$ cat config.mk
export PLATFORM = sky130hd
export DESIGN_NAME = boot_loader_stream
export DESIGN_NICKNAME = d
export VERILOG_FILES = /design/src/rtl/boot_loader_stream.sv
export SDC_FILE = /design/constraint.sdc
export NUM_CORES = 1
export LEC_CHECK = 0
export CAP_MARGIN = 20
export CORE_MARGIN = 4
export CORE_UTILIZATION = 36
export CTS_BUF_LIST = sky130_fd_sc_hd__clkbuf_4 sky130_fd_sc_hd__clkbuf_8 sky130_fd_sc_hd__clkbuf_16
export DETAILED_ROUTE_END_ITERATION = 7
export PLACE_DENSITY = 0.66
export SYNTH_ARGS = -nofsm -noshare
export SYNTH_HDL_FRONTEND = slang
export SYNTH_SLANG_ARGS = --single-unit
$ cat constraint.sdc
create_clock -name clk -period 8.42 [get_ports clk]
set_input_delay 1.684 -clock clk [delete_from_list [all_inputs] [get_ports clk]]
set_output_delay 1.684 -clock clk [all_outputs]
set_load 0.02 [all_outputs]
$ cat src/rtl/boot_loader_stream.sv
// Boot loader: streams a program image into the instruction RAM, optionally re-reads it
// to confirm the running checksum, then hands the RAM port to the CPU and releases its reset.
module boot_loader_stream #(
  parameter int DATA_W = 16,
  parameter int ADDR_W = 11,
  parameter int RD_LAT = 1,
  parameter int VERIFY = 1
) (
  input  logic              clk,
  input  logic              rst,
  input  logic              start,
  input  logic [ADDR_W:0]   prog_len,
  input  logic              s_valid,
  input  logic [DATA_W-1:0] s_data,
  output logic              s_ready,
  input  logic [ADDR_W-1:0] cpu_addr,
  output logic              ram_ce,
  output logic              ram_wre,
  output logic [ADDR_W-1:0] ram_ad,
  output logic [DATA_W-1:0] ram_din,
  input  logic [DATA_W-1:0] ram_dout,
  output logic              boot_mode,
  output logic              cpu_rst_n,
  output logic              done,
  output logic              error,
  output logic [DATA_W-1:0] checksum
);

  localparam int CNT_W = ADDR_W + 1;
  localparam logic [CNT_W-1:0] ONE   = CNT_W'(1);
  localparam logic [CNT_W-1:0] DEPTH = CNT_W'(1) << ADDR_W;

  typedef enum logic [2:0] {
    S_IDLE,
    S_LOAD,
    S_VERIFY,
    S_DONE,
    S_ERROR
  } state_t;

  state_t r_state;
  state_t w_next;

  // Counters are one bit wider than the address so a full-depth image never wraps.
  logic [CNT_W-1:0]  r_len;
  logic [CNT_W-1:0]  r_wcnt;
  logic [CNT_W-1:0]  r_rcnt;
  logic [CNT_W-1:0]  r_ret;
  logic [DATA_W-1:0] r_checksum;
  logic [DATA_W-1:0] r_rsum;
  logic [RD_LAT-1:0] r_vpipe;

  logic [CNT_W-1:0]  w_len_clamped;
  logic              w_len_zero;
  logic              w_start_ok;
  logic              w_hs;
  logic              w_last_wr;
  logic              w_issue;
  logic              w_ret;
  logic              w_ver_end;

  assign w_len_clamped = (prog_len > DEPTH) ? DEPTH : prog_len;
  assign w_len_zero    = (w_len_clamped == '0);
  assign w_start_ok    = start && (r_state inside {S_IDLE, S_DONE, S_ERROR});
  assign w_hs          = (r_state == S_LOAD) && s_valid;
  assign w_last_wr     = w_hs && (r_wcnt == r_len - ONE);
  assign w_issue       = (r_state == S_VERIFY) && (r_rcnt != r_len);
  assign w_ret         = (r_state == S_VERIFY) && r_vpipe[RD_LAT-1];
  assign w_ver_end     = (r_state == S_VERIFY) && (r_ret == r_len);

  // Status is decoded from registered state only, so it never glitches with stream inputs.
  assign boot_mode = (r_state != S_DONE);
  assign cpu_rst_n = (r_state == S_DONE);
  assign done      = (r_state == S_DONE);
  assign error     = (r_state == S_ERROR);
  assign checksum  = r_checksum;

  always_comb begin
    // NOTE: every signal written here gets a default first, so no path can infer a latch.
    w_next  = r_state;
    s_ready = 1'b0;
    ram_ce  = 1'b0;
    ram_wre = 1'b0;
    ram_ad  = '0;
    ram_din = '0;
    unique case (r_state)
      S_IDLE, S_ERROR: begin
        if (w_start_ok) w_next = w_len_zero ? S_DONE : S_LOAD;
      end
      S_LOAD: begin
        s_ready = 1'b1;
        if (s_valid) begin
          ram_ce  = 1'b1;
          ram_wre = 1'b1;
          ram_ad  = r_wcnt[ADDR_W-1:0];
          ram_din = s_data;
        end
        if (w_last_wr) w_next = (VERIFY != 0) ? S_VERIFY : S_DONE;
      end
      S_VERIFY: begin
        ram_ce = 1'b1;
        ram_ad = r_rcnt[ADDR_W-1:0];
        if (w_ver_end) w_next = (r_rsum == r_checksum) ? S_DONE : S_ERROR;
      end
      S_DONE: begin
        ram_ce = 1'b1;
        ram_ad = cpu_addr;
        if (w_start_ok) w_next = w_len_zero ? S_DONE : S_LOAD;
      end
      default: w_next = S_IDLE;
    endcase
  end

  always_ff @(posedge clk or posedge rst) begin
    if (rst) begin
      r_state    <= S_IDLE;
      r_len      <= '0;
      r_wcnt     <= '0;
      r_rcnt     <= '0;
      r_ret      <= '0;
      r_checksum <= '0;
      r_rsum     <= '0;
      r_vpipe    <= '0;
    end else begin
      r_state    <= w_next;
      // NOTE: non-blocking assignments keep every stage reading the pre-edge value of its neighbour.
      r_vpipe[0] <= w_issue;
      for (int i = 1; i < RD_LAT; i++) r_vpipe[i] <= r_vpipe[i-1];
      if (w_start_ok) begin
        r_len      <= w_len_clamped;
        r_wcnt     <= '0;
        r_rcnt     <= '0;
        r_ret      <= '0;
        r_checksum <= '0;
        r_rsum     <= '0;
      end else begin
        if (w_hs) begin
          r_wcnt     <= r_wcnt + ONE;
          r_checksum <= r_checksum + s_data;
        end
        if (w_issue) r_rcnt <= r_rcnt + ONE;
        if (w_ret) begin
          r_rsum <= r_rsum + ram_dout;
          r_ret  <= r_ret + ONE;
        end
      end
    end
  end

endmodule

# After elaboration in Yosys (flattened, before gate mapping)
# Index checks and enable logic that the tools add are counted.
# W data, S select, Z words.
word_totals:
  ff_bits: 84
  input_bits: 59
  output_inout_bits: 50
  elab_cells: 67
op_classes:
  n_addsub: 6
  order_cmp: 1
  n_eq_ne: 12
  mux: 25
  n_reduce_logical: 15
ops:
  columns: ["operator", "count"]
  rows:
  - ["$mux W16", 6]
  - ["$mux W12", 7]
  - ["$add A12 B1 Y12 const B", 3]
  - ["$pmux W11 S3", 1]
  - ["$add A16 B16 Y16", 2]
  - ["$eq A12 B12 Y1", 2]
  - ["$eq A16 B16 Y1", 1]
  - ["$gt A12 B12 Y1 const B", 1]
  - ["$logic_not A12 Y1", 1]
  - ["$mux W3", 4]
  - ["$ne A12 B12 Y1", 1]
  - ["$sub A12 B1 Y12 const B", 1]
  - ["$mux W11", 1]
  - ["$pmux W3 S3", 1]
  - ["$eq A3 B2 Y1 const B", 2]
  - ["$logic_and A1 B1 Y1", 6]
  - ["$reduce_bool A2 Y1", 3]
  - ["$ne A2 B2 Y1 const B", 2]
  - ["$eq A3 B1 Y1 const B", 1]
  - ["$eq A3 B3 Y1 const B", 1]
  - ["$logic_not A3 Y1", 1]
  - ["$mux W1", 3]
  - ["$ne A3 B2 Y1 const B", 1]
  - ["$reduce_and A3 Y1", 1]
  - ["6 further kinds", 6]

# Logic depth before layout (Yosys ltp)
logic_depth:
  ltp_word: 6
  ltp_mapped: 10
  depth_no_buf: 10

# Worst setup path after synthesis
# OpenSTA, ideal clock, no wires.
synth_path:
  kind: "input port to output port"
  start: "in s_valid"
  end: "out ram_ad[1]"
  arrival_time_ns: 2.841
  required_ns: 6.736
  path_slack_ns: 3.895
  cell_stages: 6
  path_buffers: 2
  cell_sequence: "nand3_1 -> inv_1 -> clkbuf_1 -> buf_1 -> nand2_1 -> o21ai_0"
synth_between:
  elab_chain_cells: 2
synth_lines:
  columns: ["item", "line_no", "text"]
  rows:
  - ["start: declaration", "13", "input logic s_valid,"]
  - ["$mux W11", "92", "if (s_valid) begin"]
  - ["$pmux W11 S3", "86", "unique case (r_state)"]
  - ["end: declaration", "19", "output logic [ADDR_W-1:0] ram_ad,"]
# Every way passes these cells.

# Final worst setup path
layout_path:
  start: "in s_valid"
  end: "out ram_ad[2]"
# Same word-level chain as after synthesis.

==> flow_summary.json <==
{
  "viasPerCell": 5.34,
  "status": "completed",
  "grt_util_all_layers_pct": 18.2,
  "fill_cells": 1627,
  "cp_cell_sequence": "clkdlybuf4s50_1 > nand3_1 > buf_4 > inv_1 > buf_16 > nand2_1 > o21ai_0 > clkdlybuf4s50_1",
  "grt_pass1_vias": 5476,
  "area_delta_synth_final_pct": 25.8,
  "fin_util_pct": 46.8,
  "rsz0062_at_grt": "false",
  "cts_max_level": 3,
  "critPathSlowestCell": "clkdlybuf4s50_1",
  "dr.pass1.iters": 5,
  "start_util_pct": 37.2,
  "io-pin-count": 109,
  "worstPathMaxFanout": 36,
  "insertedDiodeCount": 0,
  "synth-seq-cells": 84,
  "vias": 5572,
  "grt_pass1_wl_um": 29000,
  "wl_per_cell_um": 16.9,
  "grt_max_degree": 66,
  "synth-edff-count": 0,
  "synth_seq_area_share_pct": 33.6,
  "drt_iter0_markers": 427,
  "fin_crit_sh_pct": 64.6,
  "hold_buffers": 0,
  "io_buffers": 108,
  "p_leak_nw": 3.29,
  "antenna_found_initial": 0,
  "setup_tns_ns": 0,
  "cts.repair.resized": 0,
  "synth.distinct_cells": 61,
  "ant_nets": 0,
  "p_switching_w": 0.00103,
  "final_nets": 914,
  "hpwl_um": 13300,
  "maxCapViolCount": 0,
  "hold_ws_ns": 0.567,
  "p_seq_share_pct": 31.3,
  "routed_wl_um": 17600,
  "hold_viol_final": 0,
  "power.density_nw_per_um2": 310,
  "worstMarginPinSlew_ns": 0.918,
  "dieWidth_um": 140,
  "rows": 47,
  "worstPathArrival_ns": 3.75,
  "synth_area_um2": 6250,
  "clk_pin_slew_ns": 0.06,
  "setup_viol": 0,
  "cp_num_buf_inv": 5,
  "cp_slowest_stage_delay_ns": 0.64,
  "slew_viol_final": 0,
  "clock-root-buffer": "clkbuf_16",
  "p_int_w": 0.00142,
  "drive_gt1_share_pct": 3.76,
  "critPathCaptureType": "output port",
  "synth_top_flop_cell": "dfrtp_1",
  "cts_buffer_depth": 2,
  "syn_nets": 825,
  "hp-class": "flip-flop to flip-flop",
  "relSlewSlack_pct": 38.8,
  "startpoint_type": "input pin",
  "pre_cts_ws_ns": 2.47,
  "max_freq_mhz": 184,
  "avgSynthCellArea_um2": 8.57,
  "irDropWorstVdd_mv": 0.200,
  "yosysWarnings": 0,
  "clockPowerShare_pct": 19.6,
  "swShare_pct": 42.0,
  "async_reset_ff_share_pct": 100,
  "cp.required_ns": 6.74,
  "die_h_um": 140,
  "post_cts_buffers": 0,
  "cpLargestDelayFamily": "buffers and inverters",
  "fin_worst_skew_ns": 0.00531,
  "critPathMostFrequentCell": "clkdlybuf4s50_1",
  "clock_sink_count": 84,
  "fp.dieArea_um2": 19500,
  "critical_path_class": "input pin to output port",
  "p_comb_share_pct": 49.1,
  "place_congestion": 0.918,
  "syn_inst": 730,
  "grt.overflow.total": 0,
  "placedCellCount": 1027,
  "clk_latency_ns": 0.35,
  "cts_buffers": 9,
  "post-route-drc-count": 0,
  "setup_slack_ns": 2.98,
  "finalCriticalPeriod_ns": 5.44,
  "core_region_area_um2": 16800,
  "final_cell_count_no_fill": 1044,
  "cts_tree": "yes"
}
==> tightest hold or removal path, cell delays in order (launching register included) <==
cell and delay [ns]:
dfrtp_1 0.38, xor2_1 0.08, nor2_1 0.07
==> cell families after synthesis <==
kind of cell	count (synthesis)	share of synthesized area [%]
AND/OR/NAND/NOR	278	22.6
AO/OA/AOI/OAI	157	15.7
XOR/XNOR	106	14.8
flip-flops	84	33.6
buffers and inverters	57	3.92
adder cells (fa/ha/maj)	36	7.44
multiplexers	12	1.92
==> placed cells by master, fill, tap and decap left out, drive strengths merged, types with 15 or more instances in the layout <==
cell           instances
a21oi                 30
and2                  20
clkdlybuf4s50        108
dfrtp                 84
ha                    34
inv                   21
nand2                 73
nand3                 41
nand4                 15
nor2                  61
o21ai                 64
xnor2                 61
xor2                  45
==> metrics by stage <==
step	power [W]	instance area [um^2]
2_1_floorplan	0.00157	6250
3_3_place_gp	0.00194	7480
3_5_place_dp	0.00196	7480
4_1_cts	0.00245	7840
5_1_grt	0.00263	7870
6_report	0.00244	7870
==> path summary, 6_finish.rpt <==
path                       startpoint  depth (start not counted)  slack (ns)          to
max in group asynchronous         rst                          3        5.62    r_len[0]
min in group asynchronous         rst                          2        1.63  r_rsum[15]
setup reg to reg           r_state[0]                          9        5.17  r_state[0]
hold reg to reg             r_ret[11]                          2        0.57   r_ret[11]
hold / removal              r_ret[11]                          2        0.57   r_ret[11]
setup / recovery              s_valid                          8        2.98   ram_ad[2]
==> power by group through the flow <==
stage / Sequential, W / Combinational [W] / Clock, W
finish: 0.000764 / 0.00120 / 0.000478
global route: 0.000784 / 0.00134 / 0.000505
CTS: 0.000763 / 0.00120 / 0.000484
detailed placement: 0.000767 / 0.00119 / 0
global placement: 0.000769 / 0.00118 / 0
floorplan: 0.000695 / 0.000879 / 0
==> metal layers <==
metal	track usage, %	share of wire [%]	wire [um]	vias to the layer above
met5	0	0	0	-
met4	3.37	1.2	219	0
met3	4.43	5.6	996	18
met2	30.1	47	8310	156
met1	24.6	46	8120	2662
li1	-	-	-	2736
==> area by class of cell <==
type	count	area, um^2	share of cell area, %
multi-input cells	589	3910	49.7
inverters	22	83.8	1.07
clock buffers	11	253	3.21
repair buffers	113	1140	14.5
clock inverters	5	108	1.37
flip-flops and latches	84	2100	26.7
well taps	220	275	3.50
==> registers in the layout (all words and copies together), names as in the netlist <==
| name | count |
|---|---|
| checksum | 16 |
| r_len | 12 |
| r_rcnt | 12 |
| r_ret | 12 |
| r_rsum | 16 |
| r_state | 3 |
| r_vpipe | 1 |
| r_wcnt | 12 |
==> synth_stat cells (3+ instances only) <==
library cell | instances | area, um^2
nor2b_1 | 7 | 43.8
nor3_1 | 10 | 50.1
buf_6 | 3 | 33.8
a21o_1 | 9 | 67.6
nor2_1 | 61 | 229
a22o_1 | 5 | 43.8
ha_1 | 34 | 425
nand2_1 | 73 | 274
a21oi_1 | 30 | 150
o21bai_1 | 4 | 30.0
and3_1 | 7 | 43.8
nand3b_1 | 11 | 82.6
a31oi_1 | 8 | 50.1
nand3_1 | 41 | 205
buf_1 | 4 | 15.0
xor2_1 | 45 | 394
o21a_1 | 5 | 37.5
o21ai_0 | 64 | 320
and4_1 | 4 | 35.0
clkbuf_1 | 23 | 86.3
o211ai_1 | 3 | 22.5
nor4_1 | 5 | 31.3
o31ai_1 | 6 | 45.0
or3_1 | 4 | 25.0
dfrtp_1 | 84 | 2100
inv_1 | 22 | 82.6
mux2i_1 | 12 | 120
xnor2_1 | 61 | 534
and2_1 | 20 | 125
nand2b_1 | 11 | 68.8
nand4_1 | 15 | 93.8
buf_2 | 3 | 15.0
Note: power is estimated with default switching activity, not from simulation.
